$ cat config.mk
export PLATFORM = sky130hd
export DESIGN_NAME = pong_game_ctrl_flat
export DESIGN_NICKNAME = d
export VERILOG_FILES = /design/src/rtl/pong_pkg.sv /design/src/rtl/pong_game_ctrl_if.sv /design/src/rtl/key_edge_detect.sv /design/src/rtl/pong_game_ctrl.sv /design/src/flat_wrapper.sv
export SDC_FILE = /design/constraint.sdc
export NUM_CORES = 1
export LEC_CHECK = 0
export ABC_AREA = 0
export BUFFER_PORTS_ARGS = -buffer_cell sky130_fd_sc_hd__buf_2
export CAP_MARGIN = 0
export CORE_MARGIN = 1.5
export CORE_UTILIZATION = 51
export DETAILED_ROUTE_END_ITERATION = 8
export PLACE_DENSITY = 0.8
export SETUP_SLACK_MARGIN = 0.5
export SYNTH_ARGS = -nofsm -noshare
export SYNTH_HDL_FRONTEND = slang
export SYNTH_HIERARCHICAL = 1
export SYNTH_SLANG_ARGS = --single-unit
$ cat constraint.sdc
create_clock -name frame_clk -period 1.6 [get_ports frame_clk]
set_input_delay 0.08 -clock frame_clk [delete_from_list [all_inputs] [get_ports frame_clk]]
set_output_delay 0.08 -clock frame_clk [all_outputs]
set_load 0.02 [all_outputs]
$ cat src/rtl/pong_pkg.sv
// Shared encodings, key codes and defaults for the pong game controller.
package pong_pkg;

    localparam int unsigned WinScoreDef   = 7;
    localparam int unsigned HoldFramesDef = 120;

    localparam logic [2:0] ModeIdle   = 3'b000;
    localparam logic [2:0] ModeEasy   = 3'b001;
    localparam logic [2:0] ModeMedium = 3'b010;
    localparam logic [2:0] ModeHard   = 3'b011;
    localparam logic [2:0] ModeAi     = 3'b100;

    localparam logic [1:0] ScreenMenu  = 2'b00;
    localparam logic [1:0] ScreenPlay  = 2'b01;
    localparam logic [1:0] ScreenP1Win = 2'b10;
    localparam logic [1:0] ScreenP2Win = 2'b11;

    localparam logic [1:0] WinnerNone = 2'b00;
    localparam logic [1:0] WinnerP1   = 2'b01;
    localparam logic [1:0] WinnerP2   = 2'b10;

    localparam logic [7:0] KeyCode1     = 8'h1E;
    localparam logic [7:0] KeyCode2     = 8'h1F;
    localparam logic [7:0] KeyCode3     = 8'h20;
    localparam logic [7:0] KeyCode4     = 8'h21;
    localparam logic [7:0] KeyCodeSpace = 8'h2C;
    localparam logic [7:0] KeyCodeEsc   = 8'h29;

    typedef enum logic [1:0] {StMenu, StPlay, StP1Win, StP2Win} state_e;

endpackage

$ cat src/rtl/pong_game_ctrl_if.sv
// Keyboard/score inputs and mode/screen outputs of the game controller.
interface pong_game_ctrl_if;

    logic [31:0] keycode;
    logic        valid;
    logic [8:0]  Score1;
    logic [8:0]  Score2;
    logic [2:0]  Mode;
    logic [1:0]  Screen;
    logic [1:0]  Winner;

    modport master (
        output keycode, valid, Score1, Score2,
        input  Mode, Screen, Winner
    );

    modport slave (
        input  keycode, valid, Score1, Score2,
        output Mode, Screen, Winner
    );

endinterface

$ cat src/rtl/key_edge_detect.sv
// One-cycle press pulse for a single HID key code found in any of four key bytes.
module key_edge_detect #(
    parameter logic [7:0] KEY_CODE = 8'h00
) (
    input  logic        frame_clk,
    input  logic        Reset,
    input  logic [31:0] keycode,
    input  logic        valid,
    output logic        press
);

    logic held;
    logic held_q;

    always_comb begin
        held = 1'b0;
        for (int b = 0; b < 4; b++) begin
            if (valid && (keycode[8*b +: 8] == KEY_CODE)) begin
                held = 1'b1;
            end
        end
    end

    always_ff @(posedge frame_clk or posedge Reset) begin
        if (Reset) begin
            held_q <= 1'b0;
        end else begin
            held_q <= held;
        end
    end

    assign press = held & ~held_q;

endmodule

$ cat src/rtl/pong_game_ctrl.sv
// Menu / play / win-screen controller driving the play-field mode from keyboard presses.
module pong_game_ctrl
    import pong_pkg::*;
#(
    parameter int unsigned WIN_SCORE   = WinScoreDef,
    parameter int unsigned HOLD_FRAMES = HoldFramesDef
) (
    input  logic      frame_clk,
    input  logic      Reset,
    pong_game_ctrl_if.slave bus
);

    localparam logic [8:0] WinScoreW = 9'(WIN_SCORE);
    localparam logic [7:0] HoldLast  = 8'(HOLD_FRAMES - 1);

    logic press_1, press_2, press_3, press_4, press_space, press_esc;

    state_e     state_q, state_d;
    logic [2:0] sel_mode_q, sel_mode_d;
    logic [7:0] hold_q, hold_d;
    logic [2:0] mode_q, mode_d;
    logic [1:0] screen_q, screen_d;
    logic [1:0] winner_q, winner_d;
    logic       hold_done;
    logic       in_win;

    key_edge_detect #(.KEY_CODE(KeyCode1)) u_key_1 (
        .frame_clk(frame_clk), .Reset(Reset), .keycode(bus.keycode), .valid(bus.valid),
        .press(press_1)
    );
    key_edge_detect #(.KEY_CODE(KeyCode2)) u_key_2 (
        .frame_clk(frame_clk), .Reset(Reset), .keycode(bus.keycode), .valid(bus.valid),
        .press(press_2)
    );
    key_edge_detect #(.KEY_CODE(KeyCode3)) u_key_3 (
        .frame_clk(frame_clk), .Reset(Reset), .keycode(bus.keycode), .valid(bus.valid),
        .press(press_3)
    );
    key_edge_detect #(.KEY_CODE(KeyCode4)) u_key_4 (
        .frame_clk(frame_clk), .Reset(Reset), .keycode(bus.keycode), .valid(bus.valid),
        .press(press_4)
    );
    key_edge_detect #(.KEY_CODE(KeyCodeSpace)) u_key_space (
        .frame_clk(frame_clk), .Reset(Reset), .keycode(bus.keycode), .valid(bus.valid),
        .press(press_space)
    );
    key_edge_detect #(.KEY_CODE(KeyCodeEsc)) u_key_esc (
        .frame_clk(frame_clk), .Reset(Reset), .keycode(bus.keycode), .valid(bus.valid),
        .press(press_esc)
    );

    assign hold_done = (hold_q == HoldLast);
    assign in_win    = (state_q == StP1Win) || (state_q == StP2Win);

    always_ff @(posedge frame_clk or posedge Reset) begin
        if (Reset) begin
            state_q    <= StMenu;
            sel_mode_q <= ModeEasy;
            hold_q     <= '0;
            mode_q     <= ModeIdle;
            screen_q   <= ScreenMenu;
            winner_q   <= WinnerNone;
        end else begin
            state_q    <= state_d;
            sel_mode_q <= sel_mode_d;
            hold_q     <= hold_d;
            mode_q     <= mode_d;
            screen_q   <= screen_d;
            winner_q   <= winner_d;
        end
    end

    always_comb begin
        state_d    = state_q;
        sel_mode_d = sel_mode_q;
        unique case (state_q)
            StMenu: begin
                // Lowest digit wins when several are pressed together
                if (press_1) begin
                    sel_mode_d = ModeEasy;
                    state_d    = StPlay;
                end else if (press_2) begin
                    sel_mode_d = ModeMedium;
                    state_d    = StPlay;
                end else if (press_3) begin
                    sel_mode_d = ModeHard;
                    state_d    = StPlay;
                end else if (press_4) begin
                    sel_mode_d = ModeAi;
                    state_d    = StPlay;
                end
            end
            StPlay: begin
                if (press_esc) begin
                    state_d = StMenu;
                end else if (bus.Score1 >= WinScoreW) begin
                    state_d = StP1Win;
                end else if (bus.Score2 >= WinScoreW) begin
                    state_d = StP2Win;
                end
            end
            StP1Win, StP2Win: begin
                if (press_esc || (press_space && hold_done)) begin
                    state_d = StMenu;
                end
            end
            default: state_d = StMenu;
        endcase

        // Counter restarts on every entry into a win screen and saturates at the last frame
        if (in_win && (state_d == state_q)) begin
            hold_d = hold_done ? hold_q : hold_q + 8'd1;
        end else begin
            hold_d = '0;
        end
    end

    // Outputs decoded from the next state so they switch on the same edge as the state
    always_comb begin
        mode_d   = ModeIdle;
        screen_d = ScreenMenu;
        winner_d = WinnerNone;
        unique case (state_d)
            StPlay: begin
                mode_d   = sel_mode_d;
                screen_d = ScreenPlay;
            end
            StP1Win: begin
                screen_d = ScreenP1Win;
                winner_d = WinnerP1;
            end
            StP2Win: begin
                screen_d = ScreenP2Win;
                winner_d = WinnerP2;
            end
            default: ;
        endcase
    end

    assign bus.Mode   = mode_q;
    assign bus.Screen = screen_q;
    assign bus.Winner = winner_q;

endmodule

$ cat src/flat_wrapper.sv
// flat-port wrapper written by rule: the top's interface ports become plain ports
module pong_game_ctrl_flat import pong_pkg::*;
#(
    parameter int unsigned WIN_SCORE   = WinScoreDef,
    parameter int unsigned HOLD_FRAMES = HoldFramesDef
)
  (frame_clk, Reset, bus_keycode, bus_valid, bus_Score1, bus_Score2, bus_Mode, bus_Screen, bus_Winner);
  pong_game_ctrl_if bus_i ();
  input  logic frame_clk;
  input  logic Reset;
  input wire logic [$bits(bus_i.keycode)-1:0] bus_keycode;
  input wire logic [$bits(bus_i.valid)-1:0] bus_valid;
  input wire logic [$bits(bus_i.Score1)-1:0] bus_Score1;
  input wire logic [$bits(bus_i.Score2)-1:0] bus_Score2;
  output wire logic [$bits(bus_i.Mode)-1:0] bus_Mode;
  output wire logic [$bits(bus_i.Screen)-1:0] bus_Screen;
  output wire logic [$bits(bus_i.Winner)-1:0] bus_Winner;
  assign bus_i.keycode = bus_keycode;
  assign bus_i.valid = bus_valid;
  assign bus_i.Score1 = bus_Score1;
  assign bus_i.Score2 = bus_Score2;
  assign bus_Mode = bus_i.Mode;
  assign bus_Screen = bus_i.Screen;
  assign bus_Winner = bus_i.Winner;
  pong_game_ctrl #(.WIN_SCORE(WIN_SCORE), .HOLD_FRAMES(HOLD_FRAMES)) u_core (.frame_clk(frame_clk), .Reset(Reset), .bus(bus_i));
endmodule
==> results.ini, run 1 <==
[timing]
timing.final.crit_share_pct=106
min_period_ns=1.69
tns_ns=-0.749
tightest_slew_ns=0.429
hold_violations=0
slew-limit-headroom_pct=71.2
rsz0062_at_grt=true
fin_ws_ns=-0.0881
finClkSkew_ns=0.00660
setup_viol=16
slew_viol_final=0
fmax_mhz=592
whs_ns=0.0607

[clock_tree]
cts_buffers=3
cts_root_buf=clkbuf_4
cts_tree=built
clk_pin_slew_ns=0.15
htreeDepth=1
cts_buffer_depth=2
cts_sinks=25
clock_latency_ns=0.34

[detailed_routing]
wl_met1_um=2800
drc=0
drt_iter0_drc=253
vias=2418
wl_met3_um=646
postRouteAntennaNets=0
drt-pass1-iter-count=7
wl_met2_um=4130
routedWlPerCell_um=22.3
highest_layer=met4
routed_wl_um=8100
avgViaCountPerCell=6.64

[power_and_ir_drop]
power.density_nw_per_um2=805
p_sw_mw=1.04
pwr-share-clk_pct=12.0
seqPwrFrac_pct=34.7
intPower_mw=1.49
combPwrFrac_pct=53.3
finalPower_mw=2.53
ir_drop_mv=0.732
p_leak_nw=1.36
switching_share_pct=41.2

[synth]
synthesis.area_um2=1850
yosysUniqueCellTypes=48
synth_compound_area_share_pct=7.29
synth_fp_nets=254
yosys.area_share.simple_pct=51.5
synth_cells=200
yosys.area_share.adder_pct=0.675
async_reset_ff_share_pct=100
ys_seq_elements=25
ys.flop_type=dfrtp_1
synth.mux.area_fraction_pct=0.540
ys_seq_area_share_pct=33.8
synth_edf_count=0
yosysWarnings=6
synth_top_family_by_area=simple AND/OR/NAND/NOR gates
avgSynthCellArea_um2=9.27
synth_xor_area_share_pct=2.36

[worst_hold_path]
min_from=bus_valid
whs_path_depth=2
worstHoldPathType=primary input to register
min_delay_worst_endpoint=u_core/u_key_1/held_q

[global_routing]
track_usage_pct=31.8
grt_pass1_vias=2183
antenna_found_initial=0
grt_max_degree=20
grt-ovfl-total=0
grt_pass1_wl_um=10000

[critical_path]
end_kind=register
arrival_ns=1.94
r2r-end=u_core/bus.Winner[0]
critPathLaunchType=primary input
r2r_start=u_core/u_key_3/held_q
crit_required_ns=1.85
worstPathMaxFanout=5
path_class=primary input to register
r2r_setup_slack_ns=0.02
rr_worst_depth=5

[layout]
syn_to_final_growth_pct=69.7
fillCellCount=122
layout-drive-gt1-share_pct=60.4
insertedDiodeCount=0
nNetsFinal=373

[die]
die-area_um2=4000
core_area_um2=3420
num_rows=21
initial_core_util_pct=54.2
die-height_um=63.3
die_w_um=63.3
design.portCount=60

[status]
outcome=complete, but fails checks
violations=setup timing

[place]
dp_hpwl_um=3830
place.gp.congestion=0.814
port_buffers=59

[run]
cap_violations=0

-- how the worst max path moves through the flow --
stage	startpoint	to	slack [ns]	cells past startpoint
after floorplan	bus_keycode[21]	u_core/bus.Winner[0]	0.05	8
after global placement	bus_keycode[4]	u_core/bus.Winner[0]	-0.26	9
after detailed placement	bus_keycode[28]	u_core/bus.Mode[0]	-0.33	9
after CTS	u_core/u_key_3/held_q	u_core/bus.Mode[2]	0.09	5
after global routing	bus_keycode[31]	u_core/hold_q[3]	-0.08	10
final	bus_keycode[9]	u_core/bus.Mode[0]	-0.09	10
-- cells by family after synthesis --
logic type	Yosys count
simple gates	131
flops	25
compound gates	20
buf+inv	17
xor+xnor	5
mux	1
fa+ha+maj	1
-- cells in the mapped netlist, types with 3 or more instances --
| master | number | share of area, % |
|---|---|---|
| and2_1 | 3 | 1.0 |
| nor3_1 | 4 | 1.1 |
| nor4_1 | 12 | 4.1 |
| nand4_1 | 13 | 4.4 |
| nand2b_1 | 5 | 1.7 |
| nor4b_2 | 14 | 11 |
| a21oi_1 | 7 | 1.9 |
| dfrtp_1 | 24 | 32 |
| nand2_1 | 19 | 3.8 |
| nor4bb_1 | 4 | 2.2 |
| and3b_1 | 4 | 1.9 |
| inv_1 | 13 | 2.6 |
| nor2_1 | 15 | 3.0 |
| nand3_1 | 8 | 2.2 |
| nor4b_1 | 6 | 2.8 |
| or3_1 | 3 | 1.0 |
| xor2_1 | 4 | 1.9 |
| nand4b_1 | 4 | 1.9 |
-- layout make-up --
| class | count | area (µm²) | area share, % |
|---|---|---|---|
| clock buffers | 3 | 22.5 | 0.716 |
| clock inverters | 1 | 5.00 | 0.159 |
| inverters | 13 | 48.8 | 1.55 |
| multi-input cells | 158 | 1500 | 47.8 |
| flip-flops and latches | 25 | 628 | 20.0 |
| well taps | 46 | 57.6 | 1.83 |
| repair buffers | 118 | 878 | 27.9 |
-- cell usage in the layout (no fill, tap or decap), drive strengths merged, types with 7 or more instances in the layout --
master and count:
dfrtp 24, inv 13, nor4b 20, nand2 19, nand3 8, nor4 15
nor2 15, buf 117, nand4 13, a21oi 7
-- metrics by stage --
stage	instance area [µm²]	std cells	util, %	setup slack (ns)
after floorplan	1910	200	-	0.0477
after global placement	2560	344	74.9	-0.259
after detailed placement	2560	344	74.9	-0.333
after CTS	2840	360	83.1	0.0853
after global routing	3140	364	92.1	-0.0798
final	3140	364	92.1	-0.0881
-- timing repair --
action	in CTS	in global routing
cloned	0	0
setup endpoints to repair	19	20
hold endpoints to repair	24	0
pin swaps	24	20
resized for setup	31	70
setup buffers	11	4
hold buffers	1	0
-- worst max-delay path, cell delays in order --
cell     delay, ns
buf_2         0.13
buf_4         0.14
nor4_1        0.42
nand2_1       0.13
nand4_1       0.18
and3b_2       0.24
or3_4         0.17
nor3_4        0.06
buf_6         0.13
nor4b_2       0.25
-- power by group through the flow --
stage	registers, mW	clock network, mW	logic (mW)
after global routing	0.892	0.324	1.41
after global placement	0.847	0	0.823
after floorplan	0.901	0	0.440
final	0.879	0.303	1.35
after CTS	0.854	0.292	1.05
after detailed placement	0.856	0	0.853
-- state kept, by name (all words and copies together) (netlist names) --
register	count
u_core/state_q	1
u_core/u_key_esc/held_q	1
u_core/u_key_3/held_q	1
u_core/u_key_1/held_q	1
u_core/u_key_space/held_q	1
u_core/bus.Winner	2
u_core/bus.Mode	3
u_core/bus.Screen	2
u_core/hold_q	8
u_core/u_key_4/held_q	1
u_core/sel_mode_q	3
u_core/u_key_2/held_q	1
-- layer usage --
metal  track usage, %  up-vias
met5                0        -
met4             13.6        0
met3             5.18       68
met2             59.0      180
met1             35.7     1163
li1                 -     1007
No activity file was read; power rests on OpenSTA's default activity.
==> inputs of run 2 (changes only) <==
REMOVE_ABC_BUFFERS = 1   (was unset)
==> results.ini, run 2 (same netlist as run 1, synthesis figures left out) <==
[status]
outcome=complete, but fails checks
violations=setup timing

[die]
initial_core_util_pct=54.2
die_w_um=63.3
design.portCount=60
die-height_um=63.3
num_rows=21
core_area_um2=3420
die-area_um2=4000

[layout]
multiInputGateArea_um2=1470
layout-drive-gt1-share_pct=56.9
nNetsFinal=366
syn_to_final_growth_pct=62.9
regArea_um2=628
mostFrequentLayoutCells=51 x buf_2, 39 x buf_4, 23 x dfrtp_1, 19 x buf_6, 19 x nand2_1
top_register=u_core/hold_q
final_core_util_pct=88.4
layout_commonest_cell=buf_2
largest_reg_flops=8
insertedDiodeCount=0
fillCellCount=154

[power_and_ir_drop]
p_leak_nw=1.32
power.density_nw_per_um2=780
finalPower_mw=2.35
ir_drop_mv=0.502

[critical_path]
critPathLaunchType=primary input
crit_required_ns=1.85
path_cells=buf_2, buf_4, nor4b_2, nand2_1, nand4_1, and3b_2, nor2b_2, o31ai_2, buf_4, o221ai_2, a22oi_1
arrival_ns=1.87
worstPathMaxFanout=5
path_class=primary input to register
end_kind=register
cpMaxStageDelayCell=nor4b_2
timing.critical_path.mode_cell=buf_4
rr_worst_depth=5
max_stage_delay_ns=0.33

[global_routing]
antenna_found_initial=0
grt-ovfl-total=0
grt_max_degree=20
grt_pass1_vias=2037
grt_pass1_wl_um=9200
track_usage_pct=28.8

[clock_tree]
cts_tree=built
htreeDepth=1
cts_buffer_depth=2
clk_pin_slew_ns=0.14
cts_buffers=3
cts_sinks=25
clock_latency_ns=0.33
cts_root_buf=clkbuf_4

[detailed_routing]
postRouteAntennaNets=0
routedWlPerCell_um=20.5
avgViaCountPerCell=6.56
drt_iter0_drc=235
drc=0
drt-pass1-iter-count=5
vias=2341
routed_wl_um=7320

[timing]
slew_viol_final=0
timing.final.crit_share_pct=101
setup_viol=3
finClkSkew_ns=0.00155
slew-limit-headroom_pct=68.7
rsz0062_at_grt=true
min_period_ns=1.62
tightest_slew_ns=0.466
tns_ns=-0.0471
hold_violations=0
fin_ws_ns=-0.0234
fmax_mhz=616

[place]
dp_hpwl_um=3750
dp_slack_ns=-0.358
place.gp.congestion=0.833
port_buffers=59

[worst_hold_path]
worstHoldPathType=primary input to register
whs_path_depth=2

[run]
cap_violations=0

-- run 2: cell count changes in the layout (fill, tap and decap cells not counted), moves of 3 or more --
cell	change
buf_2	+8
buf_4	-12
buf_8	-3
nor2_1	+4
nor2_2	-6
nor4b_2	-3
-- run 2: repair_timing --
item,in CTS,in global routing
resized for setup,33,52
pin swaps,20,14
hold endpoints to repair,24,0
hold buffers,1,0
endpoints found under the setup margin,19,21
buffers inserted,16,2
-- run 2: layer usage --
layer | vias to the layer above | wire (µm) | global-route usage (%)
met5 | - | 0 | 0
met4 | 0 | 482 | 10.9
met1 | 1140 | 2630 | 36.0
li1 | 995 | - | -
met3 | 58 | 449 | 1.96
met2 | 148 | 3760 | 51.7
-- run 2: report_power, final --
part           total [mW]  switching (mW)  internal [mW]
registers           0.875           0.114          0.761
clock network       0.303           0.207         0.0959
logic                1.18           0.634          0.542
-- run 2: per-stage QoR --
step / std cells / area, µm² / hold slack [ns]
floorplan: 196 / 1830 / -0.191
global placement: 334 / 2430 / -0.0217
detailed placement: 334 / 2430 / -0.0196
CTS: 355 / 2750 / 0.0480
global route: 357 / 3020 / 0.0698
finish: 357 / 3020 / 0.0603
-- run 2: layout make-up --
| cell class | instances | share of cell area (%) |
|---|---|---|
| multi-input combinational | 158 | 48.8 |
| timing repair buffer | 111 | 25.8 |
| sequential | 25 | 20.8 |
| tap | 46 | 1.91 |
| inverter | 13 | 1.62 |
| clock buffer | 3 | 0.746 |
| clock inverter | 1 | 0.249 |
-- run 2: path summary, 6_finish.rpt --
| path | end | slack [ns] | start |
|---|---|---|---|
| max in group asynchronous | u_core/sel_mode_q[0] | 0.93 | Reset |
| hold reg to reg | u_core/sel_mode_q[0] | 0.58 | u_core/sel_mode_q[0] |
| min in group asynchronous | u_core/u_key_space/held_q | 0.18 | Reset |
| setup / recovery | u_core/bus.Winner[0] | -0.02 | bus_keycode[28] |
| setup reg to reg | u_core/bus.Mode[2] | 0.02 | u_core/bus.Screen[1] |
| hold / removal | u_core/u_key_1/held_q | 0.06 | bus_valid |
-- run 2: critical path: cells and delay by family --
kind	cells	cell delay, ns
AOI/OAI and AO/OA	3	0.35
and+or+nand+nor	5	0.97
buffers and inverters	3	0.47
